<file path="src/rtl/pipeline_flow_controller.sv">
// PC-source and pipeline-register sequencer for the 5-stage RV32 pipeline.
// One prioritised decision per cycle: freeze > EX redirect > load-use stall > ID prediction.
module pipeline_flow_controller #(
    parameter int unsigned XLEN              = 32,
    parameter int unsigned LOAD_STALL_CYCLES = 1,
    parameter int unsigned CNT_W             = 16
) (
    input  logic             clk,
    input  logic             reset,
    input  logic             ID_stage_branch,
    input  logic             signal_to_take_branch,
    input  logic             ALU_stage_branch,
    input  logic             flush,
    input  logic             early_prediction_is_branch_taken,
    input  logic             ALU_jump,
    input  logic [XLEN-1:0]  ALU_pc_plus4,
    input  logic [XLEN-1:0]  ALU_branch_target,
    input  logic [XLEN-1:0]  ALU_jump_target,
    input  logic [4:0]       ID_rs1,
    input  logic [4:0]       ID_rs2,
    input  logic             ID_uses_rs1,
    input  logic             ID_uses_rs2,
    input  logic             EX_mem_read,
    input  logic [4:0]       EX_rd,
    input  logic             mem_busy,
    output logic [1:0]       pc_sel,
    output logic [XLEN-1:0]  redirect_target,
    output logic             pc_write_en,
    output logic             if_id_write_en,
    output logic             if_id_flush,
    output logic             id_ex_write_en,
    output logic             id_ex_flush,
    output logic             ex_mem_write_en,
    output logic [CNT_W-1:0] branch_count,
    output logic [CNT_W-1:0] mispredict_count,
    output logic [CNT_W-1:0] stall_count
);

    typedef enum logic [1:0] {StRun, StLoadStall, StMemFreeze, StPendRedirect} state_e;
    typedef enum logic [2:0] {ModeFreeze, ModeRedirect, ModeStall, ModePredict, ModeNormal} mode_e;

    localparam logic [2:0] StallInit = 3'(LOAD_STALL_CYCLES - 1);

    state_e          state_q, state_d;
    mode_e           mode;
    logic [2:0]      stall_cnt_q, stall_cnt_d;
    logic [XLEN-1:0] pend_q, pend_d;
    logic [XLEN-1:0] live_target, sel_target;
    logic [CNT_W-1:0] branch_q, mispredict_q, stall_q;
    logic            ex_redirect, load_use, run_eval, count_branch;

    assign ex_redirect = ALU_jump | (ALU_stage_branch & flush);
    assign live_target = ALU_jump ? ALU_jump_target :
                         early_prediction_is_branch_taken ? ALU_pc_plus4 : ALU_branch_target;
    assign load_use = EX_mem_read && (EX_rd != 5'd0) &&
                      ((ID_uses_rs1 && (ID_rs1 == EX_rd)) || (ID_uses_rs2 && (ID_rs2 == EX_rd)));

    always_comb begin
        state_d     = state_q;
        stall_cnt_d = stall_cnt_q;
        pend_d      = pend_q;
        mode        = ModeNormal;
        sel_target  = '0;
        run_eval    = 1'b0;
        unique case (state_q)
            StRun: run_eval = 1'b1;
            StMemFreeze: begin
                if (mem_busy) mode = ModeFreeze;
                else          run_eval = 1'b1;
            end
            StLoadStall: begin
                if (mem_busy) begin
                    mode    = ModeFreeze;
                    state_d = StMemFreeze;
                end else begin
                    mode        = ModeStall;
                    stall_cnt_d = stall_cnt_q - 3'd1;
                    if (stall_cnt_q <= 3'd1) state_d = StRun;
                end
            end
            StPendRedirect: begin
                if (mem_busy) begin
                    mode = ModeFreeze;
                end else begin
                    mode       = ModeRedirect;
                    sel_target = pend_q;
                    state_d    = StRun;
                end
            end
        endcase

        if (run_eval) begin
            state_d = StRun;
            if (mem_busy) begin
                mode = ModeFreeze;
                // Park the redirect so it survives the freeze.
                if (ex_redirect) begin
                    pend_d  = live_target;
                    state_d = StPendRedirect;
                end else begin
                    state_d = StMemFreeze;
                end
            end else if (ex_redirect) begin
                mode       = ModeRedirect;
                sel_target = live_target;
            end else if (load_use) begin
                mode        = ModeStall;
                stall_cnt_d = StallInit;
                if (LOAD_STALL_CYCLES > 1) state_d = StLoadStall;
            end else if (ID_stage_branch && signal_to_take_branch) begin
                mode = ModePredict;
            end
        end
    end

    // Live EX inputs are ignored while a parked redirect is being applied.
    assign count_branch = (mode != ModeFreeze) && (state_q != StPendRedirect) &&
                          (ALU_stage_branch || ALU_jump);

    always_comb begin
        pc_sel          = 2'd0;
        redirect_target = '0;
        pc_write_en     = 1'b1;
        if_id_write_en  = 1'b1;
        if_id_flush     = 1'b0;
        id_ex_write_en  = 1'b1;
        id_ex_flush     = 1'b0;
        ex_mem_write_en = 1'b1;
        unique case (mode)
            ModeFreeze: begin
                pc_write_en     = 1'b0;
                if_id_write_en  = 1'b0;
                id_ex_write_en  = 1'b0;
                ex_mem_write_en = 1'b0;
            end
            ModeRedirect: begin
                pc_sel          = 2'd2;
                redirect_target = sel_target;
                if_id_flush     = 1'b1;
                id_ex_flush     = 1'b1;
            end
            ModeStall: begin
                pc_write_en    = 1'b0;
                if_id_write_en = 1'b0;
                id_ex_flush    = 1'b1;
            end
            ModePredict: begin
                pc_sel      = 2'd1;
                if_id_flush = 1'b1;
            end
            ModeNormal: ;
            default: ;
        endcase
        if (!reset) begin
            pc_sel          = 2'd0;
            redirect_target = '0;
            pc_write_en     = 1'b0;
            if_id_write_en  = 1'b0;
            if_id_flush     = 1'b1;
            id_ex_write_en  = 1'b0;
            id_ex_flush     = 1'b1;
            ex_mem_write_en = 1'b0;
        end
    end

    always_ff @(posedge clk or negedge reset) begin
        if (!reset) begin
            state_q      <= StRun;
            stall_cnt_q  <= '0;
            pend_q       <= '0;
            branch_q     <= '0;
            mispredict_q <= '0;
            stall_q      <= '0;
        end else begin
            state_q     <= state_d;
            stall_cnt_q <= stall_cnt_d;
            pend_q      <= pend_d;
            if (count_branch && (branch_q != '1)) branch_q <= branch_q + 1'b1;
            if ((mode == ModeRedirect) && (mispredict_q != '1)) mispredict_q <= mispredict_q + 1'b1;
            if (((mode == ModeFreeze) || (mode == ModeStall)) && (stall_q != '1)) begin
                stall_q <= stall_q + 1'b1;
            end
        end
    end

    assign branch_count     = branch_q;
    assign mispredict_count = mispredict_q;
    assign stall_count      = stall_q;

endmodule
</file>
<file path="config.mk">
export PLATFORM = sky130hd
export DESIGN_NAME = pipeline_flow_controller
export DESIGN_NICKNAME = d
export VERILOG_FILES = /design/src/rtl/pipeline_flow_controller.sv
export SDC_FILE = /design/constraint.sdc
export NUM_CORES = 1
export LEC_CHECK = 0
export CORE_MARGIN = 2
export CORE_UTILIZATION = 47
export DETAILED_ROUTE_END_ITERATION = 12
export GPL_ROUTABILITY_DRIVEN = 0
export PLACE_DENSITY = 0.87
export SLEW_MARGIN = 25
export SYNTH_ARGS = -nofsm -noshare
export SYNTH_HDL_FRONTEND = slang
export SYNTH_SLANG_ARGS = --single-unit
</file>
<file path="constraint.sdc">
create_clock -name clk -period 5.09 [get_ports clk]
set_input_delay 1.2725 -clock clk [delete_from_list [all_inputs] [get_ports clk]]
set_output_delay 1.2725 -clock clk [all_outputs]
set_load 0.1 [all_outputs]
</file>
Yosys cells after proc, flatten, opt, wreduce, memory -nomap -nowiden
Index checks and enable logic that the tools add are counted.
Widths: inputs -> output; s select.
{"block": "op_classes", "addsub": 4, "magnitude_cmp": 1, "eq_ne": 14, "muxes": 43, "bitwise_logic": 2, "reduce_logical": 23}
{"op": "$mux 32", "count": 9}
{"op": "$add 16x1->16 const B", "count": 3}
{"op": "$ne 16x16->1 const B", "count": 3}
{"op": "$mux 3", "count": 12}
{"op": "$mux 2", "count": 7}
{"op": "$mux 1", "count": 11}
{"op": "$eq 5x5->1", "count": 2}
{"op": "$logic_and 1x1->1", "count": 10}
{"op": "$pmux 3 s3", "count": 1}
{"op": "$pmux 2 s2", "count": 2}
{"op": "$eq 3x2->1 const B", "count": 2}
{"op": "$reduce_and 3->1", "count": 2}
{"op": "$reduce_bool 3->1", "count": 2}
{"op": "$reduce_or 2->1", "count": 3}
{"op": "$reduce_bool 5->1", "count": 1}
{"op": "$eq 2x2->1 const B", "count": 2}
{"op": "$ne 4x4->1 const B", "count": 1}
{"op": "$eq 3x1->1 const B", "count": 1}
{"op": "$le 3x1->1 const B", "count": 1}
{"op": "$logic_not 3->1", "count": 1}
{"op": "$logic_or 1x1->1", "count": 3}
{"op": "$ne 3x3->1 const B", "count": 1}
{"op": "$sub 3x1->3 const B", "count": 1}
{"op": "$eq 2x1->1 const B", "count": 1}
{"op": "5 further kinds", "count": 5}
{"block": "word_totals", "reg_bits": 85}

Longest topological paths before layout
{"block": "depth", "ltp_word": 12, "depth_mapped": 7, "mapped_depth_nobuf": 7}

Least setup slack after synthesis
No wires, ideal clock.
{"block": "synth_timing", "path_kind": "in2out", "start": "input port EX_rd[1]", "end": "output port pc_sel[0]", "t_arrival_ns": 4.708, "t_required_ns": 3.818, "setup_slack_ns": -0.890, "path_stages": 7, "cell_sequence": "or4_1 -> o21ai_1 -> inv_1 -> a2111oi_4 -> buf_6 -> o21a_1 -> nor3b_2"}
{"block": "synth_via", "elab_chain_cells": 11, "elab_cells_between_ends": 16}
{"item": "start: declaration", "line": "24", "source": "input logic [4:0] EX_rd,"}
{"item": "$eq 5x5->1", "line": "56", "source": "((ID_uses_rs1 && (ID_rs1 == EX_rd)) || (ID_uses_rs2 && (ID_rs2 == EX_rd)));"}
{"item": "$logic_and 1x1->1", "line": "56"}
{"item": "$logic_or 1x1->1", "line": "56"}
{"item": "$logic_and 1x1->1 (*)", "line": "55", "source": "assign load_use = EX_mem_read && (EX_rd != 5'd0) &&"}
{"item": "$mux 3 (*)", "line": "106", "source": "end else if (load_use) begin"}
{"item": "$mux 3 (*)", "line": "103", "source": "end else if (ex_redirect) begin"}
{"item": "$mux 3 (*)", "line": "94", "source": "if (mem_busy) begin"}
{"item": "$mux 3 (*)", "line": "92", "source": "if (run_eval) begin"}
{"item": "$eq 3x2->1 or $eq 3x1->1 (tied branches)", "line": "129", "source": "unique case (mode)"}
{"item": "$pmux 2 s2 (*)", "line": "129"}
{"item": "$mux 2 (*)", "line": "154", "source": "if (!reset) begin"}
{"item": "end: declaration", "line": "26", "source": "output logic [1:0] pc_sel,"}
Every way passes the cells marked *; elsewhere a longest branch is shown, timed or not.

Final worst setup path
{"block": "layout_timing", "start": "input port EX_rd[2]", "end": "output port pc_sel[0]"}
The elaborated chain is that of the path after synthesis.

==> summary.txt <==
Outcome: finished, final reports clean
Leakage power: 3.27 nW
Fmax: 206 MHz
Die Height: 108 µm
GRT Residual Overflow: 0
Setup crit end kind: output port
Fin. max-slew vios: 0
GRT Util Overall: 0.252
Residual DRC: 0
Die Area: 11,600 µm²
R2r setup slk: 2.93 ns
Final hold vios: 0
Sink Count: 85
Setup violators final: 0
Post-CTS Hold Buffers: 0
# IOs: 211
WL final: 14,700 µm
CP Class: in -> out
Seq/Total Area, Yosys: 0.421
Critical-path top delay cell: or4_1
Post-route ant nets: 0
Wire per inst: 17.1 µm
Yosys warns: 0
Period utilisation layout: 0.954
Detailed Place HPWL: 11,300 µm
First-pass GRT wire length: 23,500 µm
WP data arrival: 3.58 ns
CTS H-tree depth: 3
Worst EP required: 3.82 ns
Cell Chain, Critical Path: clkdlybuf4s50_1 -> or4_1 -> o21ai_1 -> inv_1 -> a2111oi_4 -> o21a_2 -> nor3b_4 -> buf_12
Iter 0 DRT Violations: 249
Layout Nets: 844
Crit. path cell count: 8
Share of cells above drive strength 1: 0.163
DP Area: 7680 µm²
CP Launch Type: input pin
Clock transition at path regs: 0.09 ns
Post-synth EDFFs: 0
Antenna diode count: 0
Clk Latency, worst-skew pair: 0.34 ns
Number of CTS-inserted buffers: 9
Unique cell type count in the Yosys netlist: 44
Row count: 37
Die width: 108 µm
R2R depth: 6
Fraction of registers with async set/reset: 1.00
Port-buffer cells: 210
# resized after CTS: 0
Max rail drop VDD: 0.000518 V
Synth Register Bits: 85
Measured slew at the worst slew-check pin: 1.02 ns
Clock skew: 0.00955 ns
Via/cell ratio: 5.46
Largest net degree at the start of global routing: 66
DR pass1 iterations: 5
Cells after synthesis: 513
Tightest Hold Check Type: reg -> reg
Post-CTS Setup Inserts: 0
Critical path fanouts, max: 3
Mean Syn Cell Area: 9.85 µm²
Vias in the first global route: 4,860
CTS tree: yes
Post-route cell area: 7880 µm²
Slew Limit Headroom: 0.316
Max_cap viols: 0
Crit-path leading delay family: simple AND/OR/NAND/NOR gates
Min Hold Slack: 0.501 ns
Root Driver: clkbuf_8
Critical Path Max Stage Delay: 0.56 ns
CP bufs+invs: 3
Worst Hold Depth: 1
Layout area overhead: 55.8%
Unrepaired setup endpoints after global routing: no
Power per cell area: 383 nW/µm²
Antenna violations before repair: 0
Core area: 10,400 µm²
Syn Nets: 640
Tmin final: 4.85 ns
Top_reg_cell synth: dfrtp_1
CTS Buffer Depth: 2
Routed via count: 4,684
Post-Syn Area: 5050 µm²
Starting Density: 0.487
-- layout make-up --
cell class / instances / area (µm²)
clock buffers: 10 / 128
repair buffers: 223 / 2570
inverters: 6 / 22.5
well taps: 136 / 170
flip-flops and latches: 85 / 2130
clock inverters: 6 / 63.8
fillers: 721 / 2490
multi-input cells: 392 / 2790
-- path summary, 6_finish.rpt --
path,startpoint,end
max,EX_rd[2],pc_sel[0]
min,stall_count[8]$_DFFE_PN0P_,stall_count[8]$_DFFE_PN0P_
max reg2reg,state_q[0]$_DFFE_PN0P_,branch_count[15]$_DFFE_PN0P_
min reg2reg,stall_count[8]$_DFFE_PN0P_,stall_count[8]$_DFFE_PN0P_
max in group asynchronous,reset,pend_q[12]$_DFFE_PN0P_
min in group asynchronous,reset,mispredict_count[8]$_DFFE_PN0P_
-- cell usage after synthesis (all sizes together) (2+ instances only) --
cell | number | area [µm²]
a2111oi | 2 | 42.5
a211oi | 2 | 15.0
a21oi | 8 | 40.0
a22oi | 32 | 240
and2 | 4 | 26.3
and3 | 9 | 56.3
and4 | 3 | 26.3
buf | 8 | 45.0
clkbuf | 21 | 78.8
dfrtp | 85 | 2130
ha | 4 | 50.1
inv | 6 | 22.5
mux2 | 37 | 417
mux2i | 32 | 320
nand2 | 63 | 236
nand3 | 16 | 80.1
nand4 | 12 | 75.1
nor2 | 10 | 37.5
nor2b | 36 | 225
nor3 | 10 | 50.1
nor3b | 5 | 53.8
nor4 | 6 | 37.5
o21ai | 36 | 180
xnor2 | 34 | 298
xor2 | 20 | 175
-- power by group --
part / total, W / switching [W] / internal (W) / leakage, nW
clock network: 0.000465 / 0.000238 / 0.000226 / 0.0923
logic: 0.00153 / 0.00104 / 0.000486 / 2.11
registers: 0.00102 / 0.000174 / 0.000844 / 1.07
-- cell usage in the layout (no fill, tap or decap), types with 3 or more instances in the layout --
cell and count:
inv_1 6, and2_1 3, clkbuf_8 9, a22oi_1 32
o21ai_0 34, and4_1 3, nor4_1 6, xnor2_1 34
a21oi_1 8, buf_12 39, nor2_1 10, mux2_2 37
clkdlybuf4s50_1 167, ha_1 4, buf_4 15, nand3_1 16
nor2b_1 36, nor3_1 9, and3_1 9, nand2_1 63
dfrtp_1 85, xor2_1 20, mux2i_1 32, nand4_1 12
-- sequential cells by signal (all words and copies together) (netlist names) --
| name | flops |
|---|---|
| state_q | 2 |
| pend_q | 32 |
| stall_cnt_q | 3 |
| branch_count | 16 |
| stall_count | 16 |
| mispredict_count | 16 |
-- kinds of logic (layout without fill, tap and decap cells) --
| group | count (synthesis) | count (layout) | synth area share |
|---|---|---|---|
| compound gates | 85 | 85 | 0.111 |
| buf+inv | 36 | 245 | 0.0309 |
| fa+ha+maj | 4 | 4 | 0.00990 |
| simple gates | 180 | 180 | 0.188 |
| xor+xnor | 54 | 54 | 0.0936 |
| flops | 85 | 85 | 0.421 |
| mux | 69 | 69 | 0.146 |
-- metal layers --
layer | routed length (µm) | global-route usage | vias to the layer above
met5 | 0 | 0 | -
met4 | 228 | 0.0714 | 0
met3 | 1160 | 0.0684 | 20
met2 | 7670 | 0.459 | 169
met1 | 5640 | 0.287 | 2269
li1 | - | - | 2226
-- stage by stage --
stage / setup WS (ns) / setup TNS, ns / cells / power, W / utilization
2_1_floorplan: -0.193 / -0.193 / 513 / 0.00207 / -
3_3_place_gp: 0.288 / 0 / 842 / 0.00250 / 0.741
3_5_place_dp: 0.251 / 0 / 842 / 0.00256 / 0.741
4_1_cts: 0.216 / 0 / 858 / 0.00303 / 0.759
5_1_grt: 0.0508 / 0 / 858 / 0.00315 / 0.759
6_report: 0.235 / 0 / 858 / 0.00301 / 0.759
(Power assumes the default switching activity.)
